<file path="src/rtl/mc_controller.sv">
// Multicycle ARM control unit: main FSM, instruction/ALU decoder, NZCV flag
// register and condition-code gating of every architectural write.
module mc_controller (
    input  logic        clk,
    input  logic        reset,
    input  logic [19:0] Instr,
    input  logic [3:0]  ALUFlags,
    output logic        PCWrite,
    output logic        MemWrite,
    output logic        RegWrite,
    output logic        IRWrite,
    output logic        AdrSrc,
    output logic [1:0]  RegSrc,
    output logic [1:0]  ALUSrcA,
    output logic [1:0]  ALUSrcB,
    output logic [1:0]  ResultSrc,
    output logic [1:0]  ImmSrc,
    output logic [1:0]  ALUControl,
    output logic [3:0]  Flags,
    output logic [3:0]  State
);

    typedef enum logic [3:0] {
        FETCH  = 4'd0,
        DECODE = 4'd1,
        MEMADR = 4'd2,
        MEMRD  = 4'd3,
        MEMWB  = 4'd4,
        MEMWR  = 4'd5,
        EXECR  = 4'd6,
        EXECI  = 4'd7,
        ALUWB  = 4'd8,
        BRANCH = 4'd9
    } state_t;

    state_t      state, state_next;
    logic [3:0]  cond, rd;
    logic [1:0]  op;
    logic [5:0]  funct;
    logic        cond_q, cond_ex;
    logic        ir_w, fetch, reg_w, mem_w, br, alu_op;
    logic        dp_nop, is_arith, pcs;
    logic [1:0]  alu_ctl, flag_w;
    logic        unused_rn;

    assign cond      = Instr[19:16];
    assign op        = Instr[15:14];
    assign funct     = Instr[13:8];
    assign rd        = Instr[3:0];
    assign unused_rn = ^Instr[7:4];

    // Main sequencer: next state plus raw (ungated) control strobes
    always_comb begin
        state_next = FETCH;
        ir_w       = 1'b0;
        fetch      = 1'b0;
        AdrSrc     = 1'b0;
        ALUSrcA    = 2'b00;
        ALUSrcB    = 2'b00;
        ResultSrc  = 2'b00;
        reg_w      = 1'b0;
        mem_w      = 1'b0;
        br         = 1'b0;
        alu_op     = 1'b0;
        case (state)
            FETCH: begin
                state_next = DECODE;
                ir_w       = 1'b1;
                fetch      = 1'b1;
                ALUSrcA    = 2'b01;
                ALUSrcB    = 2'b10;
                ResultSrc  = 2'b10;
            end
            DECODE: begin
                ALUSrcA   = 2'b01;
                ALUSrcB   = 2'b10;
                ResultSrc = 2'b10;
                case (op)
                    2'b00:   state_next = funct[5] ? EXECI : EXECR;
                    2'b01:   state_next = MEMADR;
                    2'b10:   state_next = BRANCH;
                    default: state_next = FETCH;
                endcase
            end
            MEMADR: begin
                state_next = funct[0] ? MEMRD : MEMWR;
                ALUSrcB    = 2'b01;
            end
            MEMRD: begin
                state_next = MEMWB;
                AdrSrc     = 1'b1;
            end
            MEMWB: begin
                ResultSrc = 2'b01;
                reg_w     = 1'b1;
            end
            MEMWR: begin
                AdrSrc = 1'b1;
                mem_w  = 1'b1;
            end
            EXECR: begin
                state_next = ALUWB;
                alu_op     = 1'b1;
            end
            EXECI: begin
                state_next = ALUWB;
                ALUSrcB    = 2'b01;
                alu_op     = 1'b1;
            end
            // An unsupported DP command is a NOP: it never writes Rd
            ALUWB: reg_w = ~dp_nop;
            BRANCH: begin
                ALUSrcB   = 2'b01;
                ResultSrc = 2'b10;
                br        = 1'b1;
            end
            default: state_next = FETCH;
        endcase
    end

    always_comb begin
        alu_ctl  = 2'b00;
        dp_nop   = 1'b0;
        is_arith = 1'b0;
        case (funct[4:1])
            4'b0100: is_arith = 1'b1;
            4'b0010: begin alu_ctl = 2'b01; is_arith = 1'b1; end
            4'b0000: alu_ctl = 2'b10;
            4'b1100: alu_ctl = 2'b11;
            default: dp_nop = 1'b1;
        endcase
    end

    assign ALUControl = alu_op ? alu_ctl : 2'b00;
    assign flag_w[1]  = alu_op & funct[0] & ~dp_nop;
    assign flag_w[0]  = alu_op & funct[0] & is_arith;

    always_comb begin
        cond_ex = 1'b0;
        case (cond)
            4'h0: cond_ex = Flags[2];
            4'h1: cond_ex = ~Flags[2];
            4'h2: cond_ex = Flags[1];
            4'h3: cond_ex = ~Flags[1];
            4'h4: cond_ex = Flags[3];
            4'h5: cond_ex = ~Flags[3];
            4'h6: cond_ex = Flags[0];
            4'h7: cond_ex = ~Flags[0];
            4'h8: cond_ex = Flags[1] & ~Flags[2];
            4'h9: cond_ex = ~Flags[1] | Flags[2];
            4'hA: cond_ex = (Flags[3] == Flags[0]);
            4'hB: cond_ex = (Flags[3] != Flags[0]);
            4'hC: cond_ex = ~Flags[2] & (Flags[3] == Flags[0]);
            4'hD: cond_ex = Flags[2] | (Flags[3] != Flags[0]);
            4'hE: cond_ex = 1'b1;
            default: cond_ex = 1'b0;
        endcase
    end

    // Condition is frozen leaving DECODE so flag writes in EXEC cannot change it
    always_ff @(posedge clk) begin
        if (!reset) begin
            state  <= FETCH;
            Flags  <= 4'h0;
            cond_q <= 1'b0;
        end else begin
            state <= state_next;
            if (state == DECODE)
                cond_q <= cond_ex;
            if (cond_q && flag_w[1])
                Flags[3:2] <= ALUFlags[3:2];
            if (cond_q && flag_w[0])
                Flags[1:0] <= ALUFlags[1:0];
        end
    end

    assign pcs      = br | (reg_w & (rd == 4'hF));
    assign PCWrite  = reset & (fetch | (pcs & cond_q));
    assign RegWrite = reset & reg_w & cond_q;
    assign MemWrite = reset & mem_w & cond_q;
    assign IRWrite  = reset & ir_w;
    assign ImmSrc   = op;
    assign RegSrc   = {op == 2'b01, op == 2'b10};
    assign State    = state;

endmodule

</file>
<file path="config.mk">
export PLATFORM = sky130hd
export DESIGN_NAME = mc_controller
export DESIGN_NICKNAME = d
export VERILOG_FILES = /design/src/rtl/mc_controller.sv
export SDC_FILE = /design/constraint.sdc
export NUM_CORES = 1
export LEC_CHECK = 0
export ABC_AREA = 1
export CAP_MARGIN = 20
export CORE_MARGIN = 2
export CORE_UTILIZATION = 33
export CTS_CLUSTER_SIZE = 12
export DETAILED_ROUTE_END_ITERATION = 12
export PLACE_DENSITY = 0.75
export SLEW_MARGIN = 20
export SYNTH_ARGS = -nofsm -noshare
export SYNTH_HDL_FRONTEND = slang
export SYNTH_SLANG_ARGS = --single-unit
export TNS_END_PERCENT = 1
</file>
<file path="constraint.sdc">
create_clock -name clk -period 1.31 [get_ports clk]
set_clock_uncertainty 0.2 [all_clocks]
set_input_delay 0.262 -clock clk [delete_from_list [all_inputs] [get_ports clk]]
set_output_delay 0.262 -clock clk [all_outputs]
set_load 0.01 [all_outputs]
</file>
* After elaboration in Yosys (flattened, before gate mapping)
Cells that the tools add are included.
Word-level totals: logic and storage cells 86, bits of input ports 26, output and inout bits 25, bits in registers 9
Cells by class: reductions and logical operators 13, equality and inequality tests 31, mux-type cells 17, bitwise gates (word level) 21
Operators with widths (count):
- equality test 4 bit (second input constant) | 11
- equality test 4 x 3 -> 1 bit (second input constant) | 9
- equality test 4 x 2 -> 1 bit (second input constant) | 5
- case mux 4 bit (5 select lines) | 1
- case mux 1 bit (15 select lines) | 1
- AND 1 bit | 13
- zero test 4 bit | 3
- case mux 4 bit (3 select lines) | 1
- equality test 4 x 1 -> 1 bit (second input constant) | 2
- 2-to-1 mux 1 bit | 8
- case mux 2 bit (2 select lines) | 2
- OR reduction 2 bit | 4
- case mux 2 bit (3 select lines) | 1
- OR reduction 3 bit | 2
- inverter 1 bit | 4
- OR 1 bit | 4
- OR reduction 4 bit | 1
- 2-to-1 mux 3 bit | 1
- equality test 2 x 1 -> 1 bit (second input constant) | 1
- equality test 2 bit (second input constant) | 1
- logical AND 1 bit | 2
- zero test 2 bit | 1
- 2-to-1 mux 2 bit | 1
- case mux 1 bit (2 select lines) | 1
- other kinds (2) | 2

* Longest topological paths before layout
Gate-level depths: netlist of run 1.
depth in word-level cells 8, mapped depth 11

* Worst setup path after synthesis of run 1
OpenSTA, ideal clock, no wires.
path type register to output, start register state[1] (netlist: State[1]), end output port PCWrite, buffers on the path 1, arrival time 1.019 ns, slack -0.171 ns, cell stages (with the launch flop) 11, cells stage by stage dfxtp_1 buf_6 inv_2 nand2_1 nor2_1 nand2_2 nand2_1 nand2_1 nand2_1 nand2_1 nand2_1
On the way: word-level cells in the longest chain between the ends 7
RTL lines:
- from (decl) | RTL line 36 | state_t state, state_next;
- from (signal assigned) | RTL line 167 | state <= state_next;
- equality test 4 bit / equality test 4 x 3 -> 1 bit (equally long branches) | RTL line 65 | case (state)
- case mux 1 bit (2 select lines) | RTL line 65
- AND 1 bit | RTL line 177 | assign pcs = br | (reg_w & (rd == 4'hF));
- OR 1 bit | RTL line 177
- AND 1 bit | RTL line 178 | assign PCWrite = reset & (fetch | (pcs & cond_q));
- OR 1 bit (*) | RTL line 178
- AND 1 bit (*) | RTL line 178
- to (decl) | RTL line 8 | output logic PCWrite,
Every way passes the cells marked *; elsewhere a longest branch is shown, timed or not.

* Worst setup path after layout of run 1
start register state[2] (netlist: State[2]), end output port RegWrite
On the way: word-level cells in the longest chain between the ends 4
RTL lines:
- equality test 4 bit / equality test 4 x 3 -> 1 bit (equally long branches) | RTL line 65
- case mux 1 bit (2 select lines) (*) | RTL line 65
- AND 1 bit (*) (2 in a row) | RTL line 179 | assign RegWrite = reset & reg_w & cond_q;
- to (decl) | RTL line 10 | output logic RegWrite,
Marks and branches as above.

==> run summary, run 1 <==
Post-synth EDFFs - 0
PwrDens - 569 nW/µm²
CP max FO - 3
Worst Setup EP - RegWrite
Final WL - 3.61 mm
Worst hold path depth - 3
Vias/cell - 4.89
WL/cell - 13.3 µm
F_max - 555 MHz
Critical path class - register to output pin
Ys async rst share - 0%
Initial DRC count - 26
Post-synth top cells - nand2_1, inv_1, nand3_1
Nets - 269
Clock root buffer - clkbuf_4
Area contributors post-synth - dfxtp_1, nand2_1, nand3_1
Top-count cell post-synth - nand2_1
Final setup vio count - 25
WP data arrival - 1.34 ns
Worst r2r dst - Flags[1]$_SDFFE_PN0P_
Die ar. - 2980 µm²
Final worst slack - -0.493 ns
Die width - 54.6 µm
R2R cell count - 8
Routability Congestion - 0.835
DPL Wire Length - 2.27 mm
Leak pwr - 0.904 nW
Congestion Overflow GR - 0
Area grow syn2layout - 105%
Final worst path period share - 138%
Placed insts - 257
Core area - 2450 µm²
Peak VDD IR - 444 µV
Max Cap Violations - 0
Post-synth top area cell - dfxtp_1
Worst-path clk slew - 0.07 ns
Hold buffer count at cts - 0
Layout Utilization - 70.6%
Syn Std Cell Area - 843 µm²
Syn. warnings - 0
Die Ht - 54.6 µm
Synth Net Count - 176
Clock sinks - 9
Final Power - 0.986 mW
Worst Setup End Kind - output pin
Syn Inst Count - 150
Final Instance Count excl. Fillers - 272
Max clock buf depth - 2
Final min period - 1.80 ns
Multi-input gate area - 621 µm²
Yosys cell types - 24
Area taken by flip-flops and latches - 196 µm²
First-pass GRT wire length - 4.73 mm
Worst hold path class - primary input to register
Vias in the first global route - 1154
Top Ports - 51
ANT nets after route - 0
Initial antenna violation count - 0
Status - finished with violations
Number of fill cells - 196
Worst setup path start - State[2]$_SDFF_PN0_
Rows - 18
Final Hold Viols - 0
Failing checks - negative setup slack
Max Slew Vio Count - 0
Mean area per synthesized cell - 5.62 µm²
WP data required - 0.85 ns
Layout cells sized above 1 - 51.2%
DR pass1 iterations - 4
R2r setup slk - -0.31 ns
Gr usage total - 22.2%
Yosys top cell area share - 21.4%
# diodes - 0
Top FF cell, synth - dfxtp_1
Vias after detailed routing - 1331
Cts bufs inserted - 3
Starting density of the core - 34.4%
H-tree Lvls - 1
TritonCTS clock tree - done
Largest net degree at the start of global routing - 9
Sequential area share after synthesis - 21.4%
Skew-Pair Late Insertion Delay - 0.27 ns
Yosys reg bits - 9
Reg-to-reg startpoint - State[1]$_SDFF_PN0_
CP Launch Type - register
PortBufs - 45
RSZ-0062 raised after global routing - yes
DRC - 0
## where the power goes
part	internal, mW	total, mW	leakage, nW	switching, mW
Sequential	0.284	0.300	0.0772	0.0161
Combinational	0.238	0.454	0.811	0.216
Clock	0.118	0.231	0.0150	0.113
## final cells by class
class / instances / area share (%)
multi-input cells: 111 / 35.8
flip-flops and latches: 9 / 11.3
well taps: 30 / 2.17
inverters: 25 / 5.85
clock buffers: 4 / 1.52
repair buffers: 93 / 43.3
## through the flow
stage	TNS (ns)	area, µm²	setup slack [ns]	hold slack (ns)
after global routing	-8.42	1730	-0.583	0.247
final	-6.96	1730	-0.493	0.231
after CTS	-5.29	1680	-0.454	0.227
after detailed placement	-15.01	1580	-1.12	0.347
after global placement	-14.33	1580	-1.07	0.333
after floorplan	-0.534	855	-0.128	0.177
## per-layer routing
| metal | GRT usage (%) | part of all wire [%] | up-vias |
|---|---|---|---|
| met1 | 23.5 | 36 | 604 |
| met3 | 3.01 | 4.7 | 13 |
| li1 | - | - | 658 |
| met5 | 0 | 0 | - |
| met4 | 9.58 | 3.9 | 0 |
| met2 | 43.0 | 55 | 56 |
## layout by cell type (no fill, tap or decap)
| master | n |
|---|---|
| dfxtp_2 | 4 |
| nor2_1 | 13 |
| inv_1 | 17 |
| a21oi_2 | 1 |
| nand3_1 | 15 |
| a211oi_1 | 1 |
| nand3b_1 | 1 |
| inv_4 | 3 |
| buf_4 | 43 |
| buf_6 | 11 |
| nand3_2 | 4 |
| o21ai_2 | 3 |
| clkbuf_4 | 3 |
| dlygate4sd2_1 | 6 |
| o21ai_1 | 2 |
| clkbuf_1 | 1 |
| a31oi_1 | 1 |
| o211ai_1 | 2 |
| nand4_1 | 2 |
| nand2_2 | 13 |
| dfxtp_4 | 3 |
| clkdlybuf4s50_1 | 11 |
| a21oi_1 | 8 |
| buf_2 | 16 |
| clkdlybuf4s15_2 | 5 |
| o32ai_2 | 1 |
| conb_1 | 1 |
| o221ai_1 | 1 |
| inv_2 | 5 |
| nor2_4 | 5 |
| nand2_4 | 2 |
| nor2_2 | 1 |
| clkbuf_2 | 1 |
| dfxtp_1 | 2 |
| nand2_1 | 34 |
## worst min-delay path by stage
stage / from / endpoint / slack, ns
3_3_place_gp: Flags[1]$_SDFFE_PN0P_ / Flags[1]$_SDFFE_PN0P_ / 0.33
2_1_floorplan: Instr[14] / State[3]$_SDFF_PN0_ / 0.18
6_report: Instr[14] / State[3]$_SDFF_PN0_ / 0.23
3_5_place_dp: Flags[1]$_SDFFE_PN0P_ / Flags[1]$_SDFFE_PN0P_ / 0.35
4_1_cts: Instr[14] / State[3]$_SDFF_PN0_ / 0.23
5_1_grt: Instr[14] / State[3]$_SDFF_PN0_ / 0.25
## what timing repair did
| action | in CTS | in global routing |
|---|---|---|
| pin swaps | 10 | 3 |
| resized for setup | 128 | 24 |
| endpoints found under the setup margin | 32 | 30 |
| cloned | 0 | 0 |
| buffers inserted | 7 | 4 |
| endpoints found under the hold margin | 0 | 0 |
## registers in the layout (all words and copies together) (netlist names)
name and cells:
cond_q 1, Flags 4, State 4
## cells by family (layout without fill, tap and decap cells)
| logic type | Yosys count | in the layout | synth area share, % |
|---|---|---|---|
| AND/OR/NAND/NOR | 90 | 90 | 48.7 |
| buffers and inverters | 30 | 122 | 15.7 |
| AO/OA/AOI/OAI | 20 | 20 | 13.8 |
| flip-flops | 9 | 9 | 21.4 |
| other | 1 | 1 | 0.445 |
## worst max-delay path: stages (launching register included)
cell     delay, ns
dfxtp_4       0.36
inv_4         0.08
nand2_4       0.05
nor2_4        0.11
nand2_2       0.07
buf_4         0.13
a21oi_2       0.11
buf_2         0.14
Power figures use the tool's default switching activity.
==> inputs of run 2 (changes only) <==
CORE_UTILIZATION = 25   (was 33)
PLACE_DENSITY = not set   (was 0.75)
==> run summary, run 2 (same netlist as run 1, synthesis figures left out) <==
Status - finished with violations
Failing checks - negative setup slack
Top Ports - 51
Worst-path clk slew - 0.07 ns
Switching power - 0.320 mW
Sequential power share - 31.6%
WL/cell - 9.79 µm
Leak pwr - 0.843 nW
WP data required - 0.85 ns
PortBufs - 45
Peak VDD IR - 475 µV
H-tree Lvls - 1
Area grow syn2layout - 93.3%
Final min period - 1.73 ns
CP bufs+invs - 2
Worst path slowest cell - dfxtp_4
Critical path class - register to output pin
Max Cap Violations - 0
RSZ-0062 raised after global routing - yes
Rows - 21
Commonest non-fill, non-tap cell in the layout - nand2_1
Initial DRC count - 32
Vias/cell - 4.29
Cts bufs inserted - 3
Starting density of the core - 25.7%
Routability Congestion - 0.814
Clock Power Share - 24.0%
Die Ht - 62.1 µm
DPL Wire Length - 2.20 mm
Core area - 3280 µm²
ANT nets after route - 0
# diodes - 0
Vias after detailed routing - 1183
PwrDens - 577 nW/µm²
DR pass1 iterations - 4
F_max - 580 MHz
Worst path cell trace - inv_4 > nor2_4 > nand2_2 > nor2_1 > clkdlybuf4s15_2
Critical path's largest stage delay - 0.38 ns
First-pass GRT wire length - 4.37 mm
CP Launch Type - register
WP data arrival - 1.26 ns
Final Instance Count excl. Fillers - 276
Die width - 62.1 µm
Clock sinks - 9
Worst Setup End Kind - output pin
Final worst slack - -0.415 ns
Layout Utilization - 49.6%
Final setup vio count - 21
Most frequent cells in the layout - nand2_1, buf_4, buf_2
Placed insts - 269
Die ar. - 3850 µm²
Max clock buf depth - 2
Largest net degree at the start of global routing - 9
Clock root buffer - clkbuf_4
Initial antenna violation count - 0
Gr usage total - 14.9%
Final worst path period share - 132%
Nets - 257
Switching share of power - 34.0%
CP top delay family - flip-flops
Worst hold path class - primary input to register
CP max FO - 5
Vias in the first global route - 1023
DRC - 0
TritonCTS clock tree - done
Skew-Pair Late Insertion Delay - 0.26 ns
Max Slew Vio Count - 0
Final WL - 2.70 mm
Layout cells sized above 1 - 45.7%
Internal Power - 0.621 mW
Congestion Overflow GR - 0
Final Hold Viols - 0
Comb pwr share - 44.3%
[run 2: cell types whose count changed in the layout (fill, tap and decap cells not counted), sizes merged]
cell,change
dlymetal6s2s,+1
clkdlybuf4s15,+1
clkbuf,-1
buf,-13
[run 2: path summary, 6_finish.rpt]
check	startpoint	end	slack (ns)	cells past startpoint
hold / removal	Instr[14]	State[3]$_SDFF_PN0_	0.22	3
setup reg to reg	State[2]$_SDFF_PN0_	Flags[2]$_SDFFE_PN0P_	-0.16	8
hold reg to reg	Flags[1]$_SDFFE_PN0P_	Flags[1]$_SDFFE_PN0P_	0.32	2
setup / recovery	State[2]$_SDFF_PN0_	ALUControl[1]	-0.42	5
[run 2: final cells by class]
type,count,area [µm²]
fill,346,1650
timing repair buffer,81,662
multi-input combinational,111,591
sequential,9,195
inverter,25,98.8
tap,46,57.6
clock buffer,4,26.3
[run 2: power by group through the flow]
stage	sequential (mW)	clock, mW	combinational [mW]
6_report	0.298	0.226	0.417
5_1_grt	0.299	0.248	0.459
4_1_cts	0.296	0.225	0.401
3_5_place_dp	0.302	0	0.406
3_3_place_gp	0.302	0	0.405
2_1_floorplan	0.305	0	0.165
[run 2: metal layers]
metal | global-route usage [%] | part of all wire, % | vias up
met3 | 3.73 | 6.4 | 2
met5 | 0 | 0 | -
met1 | 19.9 | 46 | 512
met2 | 25.0 | 47 | 27
li1 | - | - | 642
met4 | 1.82 | 0.37 | 0
[run 2: stage by stage]
step	instance area [µm²]	power (mW)	hold slack (ns)	worst slack (ns)	setup TNS (ns)
2_1_floorplan	855	0.471	0.177	-0.128	-0.534
3_3_place_gp	1570	0.708	0.315	-1.07	-14.88
3_5_place_dp	1570	0.708	0.324	-1.09	-14.92
4_1_cts	1620	0.922	0.225	-0.425	-5.48
5_1_grt	1630	1.01	0.235	-0.520	-6.78
6_report	1630	0.941	0.225	-0.415	-5.05
[run 2: worst reg2reg max path, cell delays in order (launching register included)]
cell     delay [ns]
dfxtp_4        0.38
inv_4          0.05
nor2_4         0.11
nand2_2        0.11
buf_4          0.15
nor2_4         0.09
nand2_2        0.09
o21ai_1        0.12
a21oi_1        0.05
[run 2: what timing repair did]
action | in CTS | in global routing
buffers inserted | 3 | 0
setup endpoints to repair | 32 | 29
resized for setup | 115 | 27
pin swaps | 8 | 1
hold buffers | 0 | 0
==> inputs of run 3 (changes only) <==
CORE_MARGIN = 3   (was 2)
==> run summary, run 3 (same netlist as run 1, synthesis figures left out) <==
Status - finished with violations
Final WL - 2.83 mm
Top Ports - 51
Most frequent cells in the layout - nand2_1, buf_4, inv_1
Final Hold Viols - 0
CP max FO - 5
Core area - 3130 µm²
Clock root buffer - clkbuf_4
CP Launch Type - register
WP data required - 0.85 ns
Die width - 64.1 µm
Comb pwr share - 45.5%
Final worst path period share - 133%
Gr usage total - 15.0%
Worst hold path depth - 3
DR pass1 iterations - 4
Final Power - 0.948 mW
Area grow syn2layout - 97.5%
R2R cell count - 8
# diodes - 0
Max Cap Violations - 0
Worst-path clk slew - 0.06 ns
Internal Power - 0.636 mW
Clock sinks - 9
Final Instance Count excl. Fillers - 279
DPL Wire Length - 2.43 mm
H-tree Lvls - 1
Peak VDD IR - 340 µV
Switching power - 0.312 mW
RSZ-0062 raised after global routing - yes
WL/cell - 10.1 µm
PortBufs - 45
F_max - 575 MHz
Routability Congestion - 0.853
DRC - 0
Failing checks - negative setup slack
Starting density of the core - 27.0%
Vias/cell - 4.38
Placed cell area - 1610 µm²
Die ar. - 4110 µm²
Congestion Overflow GR - 0
Clock Power Share - 23.1%
Largest net degree at the start of global routing - 9
Hold buffer count at cts - 0
Final min period - 1.74 ns
Nets - 262
Initial DRC count - 34
Max clock buf depth - 2
PwrDens - 569 nW/µm²
TritonCTS clock tree - done
Initial antenna violation count - 0
Max Slew Vio Count - 0
Skew-Pair Late Insertion Delay - 0.26 ns
Vias after detailed routing - 1221
Number of fill cells - 326
Vias in the first global route - 1181
Placed insts - 272
Cts bufs inserted - 3
Rows - 20
Layout cells sized above 1 - 47.2%
Worst Setup End Kind - output pin
WP data arrival - 1.28 ns
First-pass GRT wire length - 4.97 mm
Worst hold path class - primary input to register
Sequential power share - 31.4%
ANT nets after route - 0
Final setup vio count - 20
Die Ht - 64.1 µm
Switching share of power - 32.9%
Leak pwr - 0.860 nW
Finished Cell Area - 1670 µm²
Final worst slack - -0.429 ns
Critical path class - register to output pin
## run 3: cell count changes in the layout (fill, tap and decap cells not counted), moves of 2 or more
cell and delta:
dlygate4sd2_1 -2, buf_4 +6, clkdlybuf4s50_1 +2, nor2_2 +2, inv_1 +2, inv_2 -2
clkdlybuf4s15_2 +2, nor2_1 -2
## run 3: worst paths after layout
check / slack [ns] / startpoint / end
max: -0.43 / State[2]$_SDFF_PN0_ / ALUSrcB[0]
min: 0.23 / Instr[14] / State[3]$_SDFF_PN0_
max reg2reg: -0.17 / State[2]$_SDFF_PN0_ / Flags[3]$_SDFFE_PN0P_
min reg2reg: 0.33 / Flags[1]$_SDFFE_PN0P_ / Flags[1]$_SDFFE_PN0P_
## run 3: through the flow
| stage | hold WS [ns] | setup TNS [ns] | setup WS [ns] | util, % |
|---|---|---|---|---|
| after floorplan | 0.177 | -0.534 | -0.128 | - |
| after detailed placement | 0.345 | -15.51 | -1.16 | 51.4 |
| after global routing | 0.241 | -6.74 | -0.507 | 53.2 |
| after global placement | 0.312 | -14.56 | -1.07 | 51.4 |
| after CTS | 0.233 | -5.54 | -0.440 | 53.2 |
| final | 0.233 | -5.20 | -0.429 | 53.2 |
## run 3: timing repair
item / CTS / global route
gates resized for setup: 117 / 22
setup endpoints to repair: 32 / 29
setup buffers: 2 / 1
pin swaps: 9 / 5
## run 3: critical path: stages, from the launching register on
cell and delay (ns):
dfxtp_4 0.38, inv_4 0.05, nor2_4 0.11, nand2_2 0.12
o211ai_1 0.20, buf_2 0.16
## run 3: power groups by stage
stage / clock, mW / combinational, mW / sequential [mW]
floorplan: 0 / 0.165 / 0.305
global placement: 0 / 0.419 / 0.302
detailed placement: 0 / 0.424 / 0.302
CTS: 0.228 / 0.418 / 0.298
global route: 0.242 / 0.475 / 0.299
finish: 0.219 / 0.432 / 0.297
## run 3: cell type report
type                            instances  area, µm²  share of cell area, %
Timing Repair Buffer                   86        698                   41.9
Multi-Input combinational cell        111        592                   35.5
Tap cell                               44       55.1                   3.31
Clock buffer                            4       26.3                   1.58
Sequential cell                         9        195                   11.7
Inverter                               25       98.8                   5.94
## run 3: routing by layer
layer,part of all wire [%],track usage [%],vias to the layer above
li1,-,-,649
met1,44,17.5,536
met2,49,26.5,34
met3,5.9,4.57,2
met4,0.50,3.23,0
met5,0,0,-
